$ cat src/rtl/ajul_j_pkg.sv
// ajul_j_pkg: shared constants for the 4-bit even up/down counter
package ajul_j_pkg;
  localparam int W = 4;
  localparam logic [W-1:0] STEP = 4'd2;
  localparam logic [W-1:0] RST_S = 4'd0;
endpackage

$ cat src/rtl/ajul_j_t_ff.sv
// t_ff: T flip-flop with asynchronous active-low reset
module t_ff (
  input  logic clk,
  input  logic rst_n,
  input  logic i_t,
  output logic o_q
);
  logic r_q;
  // toggle on rising edge when i_t is high; reset clears immediately
  always_ff @(posedge clk or negedge rst_n)
    if (!rst_n) r_q <= 1'b0;
    else r_q <= r_q ^ i_t;
  assign o_q = r_q;
endmodule

$ cat src/rtl/ajul_j.sv
// ajul_j: 4-bit step-by-2 up/down counter built from T flip-flops; optional TC output under AJULJ_TC_EN
module ajul_j
  import ajul_j_pkg::*;
(
  output logic Q3,
  output logic Q2,
  output logic Q1,
  output logic Q0,
  input  logic Y,
  input  logic reset,
  input  logic clk
`ifdef AJULJ_TC_EN
  ,
  output logic TC
`endif
);
  logic [W-1:0] w_q;
  logic [W-1:0] w_t;
  // T0=Q0 clears any odd state; T1 always toggles; upper toggles follow the carry/borrow chain
  assign w_t[0] = w_q[0];
  assign w_t[1] = 1'b1;
  assign w_t[2] = Y ? ~w_q[1] : w_q[1];
  assign w_t[3] = Y ? (~w_q[1] & ~w_q[2]) : (w_q[1] & w_q[2]);
  for (genvar i = 0; i < W; i++) begin : g_bit
    t_ff u_tff (
      .clk  (clk),
      .rst_n(reset),
      .i_t  (w_t[i]),
      .o_q  (w_q[i])
    );
  end
  assign {Q3, Q2, Q1, Q0} = w_q;
`ifdef AJULJ_TC_EN
  // terminal count: the state that wraps on the next step in the selected direction
  assign TC = reset & (Y ? (w_q == RST_S) : (w_q == RST_S - STEP));
`endif
endmodule

$ cat config.mk
export PLATFORM = sky130hd
export DESIGN_NAME = ajul_j
export DESIGN_NICKNAME = d
export VERILOG_FILES = /design/src/rtl/ajul_j_pkg.sv /design/src/rtl/ajul_j_t_ff.sv /design/src/rtl/ajul_j.sv
export SDC_FILE = /design/constraint.sdc
export NUM_CORES = 1
export LEC_CHECK = 0
export BUFFER_PORTS_ARGS = -buffer_cell sky130_fd_sc_hd__buf_2
export CAP_MARGIN = 20
export CELL_PAD_IN_SITES_DETAIL_PLACEMENT = 1
export CELL_PAD_IN_SITES_GLOBAL_PLACEMENT = 1
export CORE_AREA = 4 4 41 43
export DETAILED_ROUTE_END_ITERATION = 10
export DIE_AREA = 0 0 45 47
export GPL_TIMING_DRIVEN = 0
export PLACE_DENSITY = 0.33
export SYNTH_ARGS = -nofsm -noshare
export SYNTH_HDL_FRONTEND = slang
export SYNTH_SLANG_ARGS = --single-unit
export TNS_END_PERCENT = 30
$ cat constraint.sdc
create_clock -name clk -period 1.2 [get_ports clk]
set_clock_uncertainty 0.1 [all_clocks]
set_input_delay 0.06 -clock clk [delete_from_list [all_inputs] [get_ports clk]]
set_output_delay 0.06 -clock clk [all_outputs]
set_load 0.02 [all_outputs]
==> impl_metrics.toml, run 1 <==
[cells_and_area]
area_delta_synth_final_pct = 66.7
layout_common_cells = "buf_2 (5), xnor2_1 (3), clkbuf_4 (3), dfrtp_1 (3), dlygate4sd3_1 (2)"
n_antenna_cell = 0
drive_gt1_share_pct = 39.1
largest_reg_flops = 3
fin_nets = 27
final_common_cell = "buf_2"

[power_and_ir_drop]
p_leak_uw = 0.000104
vdd_drop_max_uv = 780
cellPowerDensity_nw_per_um2 = 2280

[setup_path]
endpoint = "g_bit[3].u_tff.o_q"
r2r-end = "g_bit[3].u_tff.o_q"
crit_type = "primary input to register"
reg2reg_from = "g_bit[1].u_tff.o_q"
r2r_setup_slack_ps = 120
cp.arrival_ps = 1170
r2r_cells = 3
critPathCaptureType = "register"
required_ps = 1250
critPathLaunchType = "primary input"
critPathLaunch = "Y"
path_max_fanout = 3

[logic_synthesis]
synth_area_leaders = "dfrtp_1 (56%), xnor2_1 (19%), buf_4 (5.6%)"
syn_nets = 15
synth_top_area_share_pct = 55.6
syn_area_per_cell_um2 = 11.3
ys_warn_count = 0
syn-cell-area_um2 = 135
seq_area_frac_synth_pct = 55.6
ys_seq_elements = 3
ys_types = 8
yosysTopAreaCell = "dfrtp_1"
syn_inst = 12

[sta]
timing.hold.ws_ps = 48.6
min_period_over_period_pct = 93.1
fmax_mhz = 895
grt_setup_unrepaired = "false"
setup_viol = 0
setup_slack_ps = 82.4
hold_viol = 0
fin_tns_setup_ps = 0
finalMaxSlewViolations = 0
finalCriticalPeriod_ps = 1120

[clocking]
cts_resized = 0
post_cts_buffers = 0
cts_tree = "done"
h-tree-depth = 1
clk_latency_ps = 230
cts_buffers = 3
clockBufferDepth = 2
clkSinkCount = 3
hold_buffers = 2
clkTransAtPathRegs_ps = 40
cts-root-buf = "clkbuf_4"

[job]
cap_violations = 0

[detailed_routing]
drt-pass1-iter-count = 2
ant_nets = 0
wire_per_inst_um = 8.50
drtIter0Drc = 1
drt-total-wl_um = 323
drcViolationCount = 0
vias_per_cell = 3.13
via_count = 119

[floorplanning]
pin_count = 7
coreArea_um2 = 1300
die_x_um = 45
die_h_um = 47
start_util_pct = 10.4
die_area_um2 = 2120
row_count = 13

[min_path]
hp-class = "primary input to asynchronous set/reset pin"

[global_routing]
track_usage_pct = 4.35
overflow = 0
grt_max_degree = 6
grt_pass1_wl_um = 531
grt_pass1_vias = 138
antenna_found_initial = 0

[status]
status = "finished, final reports clean"

[placed_design]
portBuffers = 5
gp_congestion = 0.524
post-place-ws_ps = 131
## cell type report
| type | instances | area [µm²] |
|---|---|---|
| fill | 160 | 1080 |
| sequential | 3 | 75.1 |
| multi-input combinational | 7 | 48.8 |
| timing repair buffer | 7 | 45.0 |
| clock buffer | 4 | 26.3 |
| tap | 15 | 18.8 |
| buffer | 1 | 7.51 |
| inverter | 1 | 3.75 |
## worst min-delay path by stage
stage | start | endpoint | slack [ps] | cells past startpoint
after floorplan | reset | g_bit[1].u_tff.o_q | -340 | 0
after detailed placement | reset | g_bit[1].u_tff.o_q | -240 | 1
after CTS | reset | g_bit[2].u_tff.o_q | 30 | 2
final | reset | g_bit[2].u_tff.o_q | 50 | 2
after global routing | reset | g_bit[3].u_tff.o_q | 50 | 2
after global placement | reset | g_bit[1].u_tff.o_q | -240 | 1
## cell families (layout without fill, tap and decap cells)
group / count (synthesis) / after routing / share of synthesized area (%)
AO/OA/AOI/OAI: 1 / 1 / 3.70
AND/OR/NAND/NOR: 2 / 2 / 10.2
other: 1 / 1 / 2.78
buffers and inverters: 2 / 13 / 8.33
XOR/XNOR: 3 / 3 / 19.4
flip-flops: 3 / 3 / 55.6
## metal layers
metal,up-vias,global-route usage (%),share of wire [%]
li1,56,-,-
met1,57,3.88,49
met2,6,4.80,40
met3,0,4.60,11
met4,0,5.26,0
met5,-,0,0
## synthesized netlist by cell type
| cell | number |
|---|---|
| nor3b_1 | 1 |
| xnor2_1 | 3 |
| conb_1 | 1 |
| inv_1 | 1 |
| nor2b_1 | 1 |
| buf_4 | 1 |
| dfrtp_1 | 3 |
| a21oi_1 | 1 |
## report_power, final
group          switching [µW]  leakage, µW  total [µW]  internal, µW
clock network            53.3    0.0000150         178           125
registers                33.2    0.0000326         171           138
logic                    89.4    0.0000567         163          74.1
total                     176     0.000104         512           337
## critical path, cell delays in order
cell and delay, ps:
dlygate4sd3_1 530, buf_2 140, nor3b_1 130, a21oi_1 170, xnor2_1 140
## through the flow
step	power (µW)	util [%]	cell area, µm²	instances
after global routing	561	17.3	225	38
after detailed placement	332	13.8	179	32
after global placement	331	13.8	179	32
after CTS	527	17.3	225	38
final	512	17.3	225	38
after floorplan	276	-	135	12
Note: power is estimated with default switching activity, not from simulation.
==> run 2: changes to the inputs <==
Settings changed: ABC_AREA from default to 1, PLACE_DENSITY 0.33 to 0.37.
==> run 2 against run 1 <==
Effect of this change: flip-flop and latch count did not move; global-route usage up 0.48 points; combinational power decreased by 53%; register-to-register slack improved by 110 ps; final cell count up 24%; area after synthesis up 14%; total power fell by 27%; highest routed layer unchanged; clock power shrank 4%; routed wire length rose by 9.6%; sequential share of layout area shrank 1.2 points; hold slack better by 1.2 ps; setup slack improved by 140 ps.
==> impl_metrics.toml, run 2 <==
[global_routing]
busiest_layer = "met3"
grt.met1_usage_pct = 5.03
gr-usage-met2_pct = 5.93
grt_max_degree = 6
grt_pass1_vias = 140
track_usage_pct = 4.83
antenna_found_initial = 0
overflow = 0
grtUsageMet3_pct = 6.90
grt_pass1_wl_um = 614

[detailed_routing]
drt-pass1-iter-count = 2
drt-total-wl_um = 354
ant_nets = 0
drtIter0Drc = 4
vias_per_cell = 3.13
via_count = 147
drcViolationCount = 0
wire_per_inst_um = 7.53

[setup_path]
crit_buf_inv = 1
crit_type = "register to output port"
path_max_fanout = 5
required_ps = 1040
crit_slowest_cell = "dfrtp_1"
cp_slowest_stage_delay_ps = 400
cp.arrival_ps = 820
critPathCaptureType = "output port"
crit_family = "flip-flops"
critPathLaunchType = "register"
crit_chain = "buf_2"

[cells_and_area]
n_antenna_cell = 0
area_delta_synth_final_pct = 52.0
layout_common_cells = "nand2_1 (10), buf_2 (5), inv_1 (4)"
fin_nets = 36
drive_gt1_share_pct = 28.1
final_common_cell = "nand2_1"
fill_cells = 168
largest_reg_flops = 3

[power_and_ir_drop]
p_leak_uw = 0.000140
vdd_drop_max_uv = 789
cellPowerDensity_nw_per_um2 = 1610

[clocking]
clockBufferDepth = 2
cts_tree = "done"
post_cts_buffers = 0
h-tree-depth = 1
clkTransAtPathRegs_ps = 30
cts_resized = 0
cts-root-buf = "clkbuf_4"
hold_buffers = 1
clk_latency_ps = 230
clkSinkCount = 3
cts_buffers = 3

[logic_synthesis]
seq_area_frac_synth_pct = 48.8
yosysTopAreaCell = "dfrtp_1"
synth_edf_count = 0
synth_area_leaders = "dfrtp_1 (49%), nand2_1 (24%), inv_1 (9.8%)"
syn_inst = 22
synthTopCellsByCount = "nand2_1 (10), inv_1 (4), dfrtp_1 (3)"
synth.most_common_cell = "nand2_1"
synth_top_area_share_pct = 48.8
syn_area_per_cell_um2 = 7.00
postSynth.asyncResetShare_pct = 100
ys_seq_elements = 3
syn-cell-area_um2 = 154
ys_types = 7
ys.flop_type = "dfrtp_1"
syn_nets = 25
ys_warn_count = 0

[status]
status = "finished, final reports clean"

[sta]
finalCriticalPeriod_ps = 981
grt_setup_unrepaired = "false"
fmax_mhz = 1020
setup_viol = 0
finalMaxSlewViolations = 0
hold_viol = 0
setup_slack_ps = 219
fin_tns_setup_ps = 0
min_period_over_period_pct = 81.8

[job]
cap_violations = 0

[floorplanning]
row_count = 13
pin_count = 7
die_x_um = 45
coreArea_um2 = 1300
start_util_pct = 11.8
die_h_um = 47
die_area_um2 = 2120

[placed_design]
post-place-ws_ps = 233
portBuffers = 5
gp_congestion = 0.667
post-dp-hpwl_um = 288

[min_path]
hp-class = "primary input to register"
==> run 2: tightest hold or removal path, cell delays in order <==
cell	delay, ps
buf_2	100
nand2_1	60
nand3_1	60
nand2_1	50
==> run 2: kinds of logic after synthesis <==
group,count (synthesis),synth area share [%]
other cells,1,2.44
compound gates,1,3.25
buf+inv,5,14.6
simple gates,12,30.9
flops,3,48.8
==> run 2: power by group <==
part	switching, µW	internal (µW)	total, µW
clock	46.1	124	170
combinational	47.0	29.0	76.1
sequential	14.0	116	130
total	107	269	377
==> run 2: layout make-up <==
type	instances	area, µm²	share of cell area (%)
Tap cell	15	18.8	8.02
Buffer	1	7.51	3.21
Inverter	4	15.0	6.42
Sequential cell	3	75.1	32.1
Clock buffer	4	26.3	11.2
Timing Repair Buffer	6	35.0	15.0
Multi-Input combinational cell	14	56.3	24.1
==> run 2: through the flow <==
| step | hold WS, ps | std cells | power (µW) | instance area (µm²) | utilization, % |
|---|---|---|---|---|---|
| floorplan | -336 | 22 | 178 | 154 | - |
| global placement | -241 | 42 | 205 | 198 | 15.2 |
| detailed placement | -238 | 42 | 206 | 198 | 15.2 |
| CTS | 47.0 | 47 | 388 | 234 | 18.0 |
| global route | 53.6 | 47 | 422 | 234 | 18.0 |
| finish | 49.8 | 47 | 377 | 234 | 18.0 |
==> run 2: worst paths after layout <==
path	slack (ps)	from	end	depth (start not counted)
max in group asynchronous	830	reset	g_bit[2].u_tff.o_q	2
worst max-delay path	220	g_bit[2].u_tff.o_q	Q2	1
worst min-delay path	50	Y	g_bit[2].u_tff.o_q	4
worst min register to register	410	g_bit[3].u_tff.o_q	g_bit[3].u_tff.o_q	2
worst max register to register	230	g_bit[1].u_tff.o_q	g_bit[3].u_tff.o_q	4
min in group asynchronous	60	reset	g_bit[3].u_tff.o_q	2
==> run 2: metal layers <==
metal  up-vias  share of wire [%]
met4         0                  0
met5         -                  0
met1        61                 51
met2         4                 40
li1         82                  -
met3         0                9.0
==> run 3: changes to the inputs <==
Settings changed: PLACE_DENSITY 0.37 to 0.38.
Clock period 1.2 ns to 0.87 ns, I/O delays scaled along.
==> run 3 against run 2 <==
Effect of this change: the flow now finishes with violations (negative setup slack); hold slack worse by 14 ps; largest power group unchanged; global-route usage up 0.79 points; highest routed layer unchanged; routed wire length is 10% higher; register-to-register slack got worse by 310 ps; critical path depth is the same; largest cell class unchanged; setup slack lost 300 ps; clock-buffer cell count unchanged; critical path type unchanged.
==> impl_metrics.toml, run 3 (synthesis gave the netlist of run 2 again) <==
[cells_and_area]
design_area_um2 = 259
final_common_cell = "nand2_1"
fill_cells = 171
n_antenna_cell = 0
layout_common_cells = "nand2_1 (9), inv_1 (3), buf_4 (3), clkbuf_4 (3), buf_2 (3)"
drive_gt1_share_pct = 45.5
largest_reg_flops = 3
area_delta_synth_final_pct = 68.3
final_util_pct = 19.9
fin_nets = 37

[setup_path]
crit_chain = "buf_4"
crit_buf_inv = 1
critPathLaunchType = "register"
critPathCaptureType = "output port"
cp_slowest_stage_delay_ps = 420
r2r_setup_slack_ps = -80
critPathLaunch = "g_bit[2].u_tff.o_q"
required_ps = 730
cp.arrival_ps = 810
crit_slowest_cell = "dfrtp_2"
path_max_fanout = 4
r2r_cells = 4
r2r-end = "g_bit[3].u_tff.o_q"
cp.depth = 1
crit_family = "flip-flops"
reg2reg_from = "g_bit[1].u_tff.o_q"
endpoint = "Q2"
crit_type = "register to output port"

[floorplanning]
row_count = 13
die_h_um = 47
coreArea_um2 = 1300
pin_count = 7
start_util_pct = 11.8
die_x_um = 45
die_area_um2 = 2120

[sta]
finalMaxSlewViolations = 0
finalCriticalPeriod_ps = 955
setup_slack_ps = -84.5
min_period_over_period_pct = 110
setup_viol = 5
grt_setup_unrepaired = "true"
fmax_mhz = 1050
hold_viol = 0

[placed_design]
portBuffers = 5
post-dp-hpwl_um = 301
post-place-ws_ps = -91.1
placed_cell_area_um2 = 204
gp_congestion = 0.700

[global_routing]
grt_max_degree = 6
overflow = 0
grt_pass1_vias = 174
track_usage_pct = 5.62
antenna_found_initial = 0
grt_pass1_wl_um = 710

[clocking]
h-tree-depth = 1
clkTransAtPathRegs_ps = 30
cts-root-buf = "clkbuf_4"
clk_latency_ps = 230
clockBufferDepth = 2
cts_buffers = 3
clkSinkCount = 3
cts_tree = "done"

[power_and_ir_drop]
cellPowerDensity_nw_per_um2 = 2080
vdd_drop_max_uv = 795
p_leak_uw = 0.000148

[detailed_routing]
wire_per_inst_um = 8.15
wl_met2_um = 188
ant_nets = 0
top_layer = "met3"
drcViolationCount = 0
drt-pass1-iter-count = 2
drt-met1-wl_um = 166
drtIter0Drc = 3
met3_length_um = 36
drt-total-wl_um = 391
vias_per_cell = 3.44
via_count = 165

[min_path]
hp-class = "primary input to asynchronous set/reset pin"

[status]
status = "finished with violations"
violations = "negative setup slack"

[job]
cap_violations = 0
==> run 3: cell types whose count changed in the layout (fill, tap and decap cells not counted), moves of 2 or more <==
cell and delta:
buf_2 -2, buf_4 +2, dfrtp_1 -2, dfrtp_2 +2
==> run 3: cell type report <==
cell class                      instances  area (µm²)  area share [%]
Buffer                                  1        7.51            2.90
Clock buffer                            4        26.3            10.1
Inverter                                4        15.0            5.80
Multi-Input combinational cell         14        62.6            24.2
Sequential cell                         3        77.6            30.0
Tap cell                               15        18.8            7.25
Timing Repair Buffer                    7        51.3            19.8
==> run 3: where the power goes <==
| group | leakage (µW) | internal [µW] | switching (µW) | total [µW] |
|---|---|---|---|---|
| clock | 0.0000150 | 171 | 64.8 | 236 |
| sequential | 0.0000319 | 162 | 18.2 | 180 |
| combinational | 0.000101 | 52.7 | 70.1 | 123 |
==> run 3: repair_timing <==
item / in CTS / in global routing
hold buffers: 1 / 0
resized for setup: 4 / 1
gates cloned: 0 / 0
buffers inserted: 1 / 0
setup endpoints to repair: 5 / 5
endpoints found under the hold margin: 3 / 0
==> run 3: metal layers <==
| metal | GRT usage, % | vias to the layer above |
|---|---|---|
| li1 | - | 84 |
| met1 | 4.79 | 75 |
| met2 | 7.34 | 6 |
| met3 | 6.90 | 0 |
| met4 | 3.51 | 0 |
| met5 | 0 | - |
==> run 3: worst min path at each step <==
stage           from            endpoint  slack [ps]  cells past startpoint
6_report       reset  g_bit[3].u_tff.o_q          40                      2
5_1_grt            Y  g_bit[2].u_tff.o_q          30                      4
4_1_cts        reset  g_bit[3].u_tff.o_q          30                      2
3_5_place_dp   reset  g_bit[3].u_tff.o_q        -250                      1
3_3_place_gp   reset  g_bit[3].u_tff.o_q        -260                      1
2_1_floorplan  reset  g_bit[1].u_tff.o_q        -350                      0
==> run 3: stage by stage <==
step	std cells	setup TNS [ps]	hold WS, ps	total power, µW
finish	48	-325	35.9	539
global route	48	-577	33.6	603
CTS	48	-385	32.6	557
detailed placement	42	-131	-255	288
global placement	42	-110	-257	286
floorplan	22	-136	-352	250
==> run 3: worst register-to-register path: stages, from the launching register on <==
cell	delay [ps]
dfrtp_2	430
o21ai_2	140
nand2_1	60
nand2_1	50
nand2_1	50
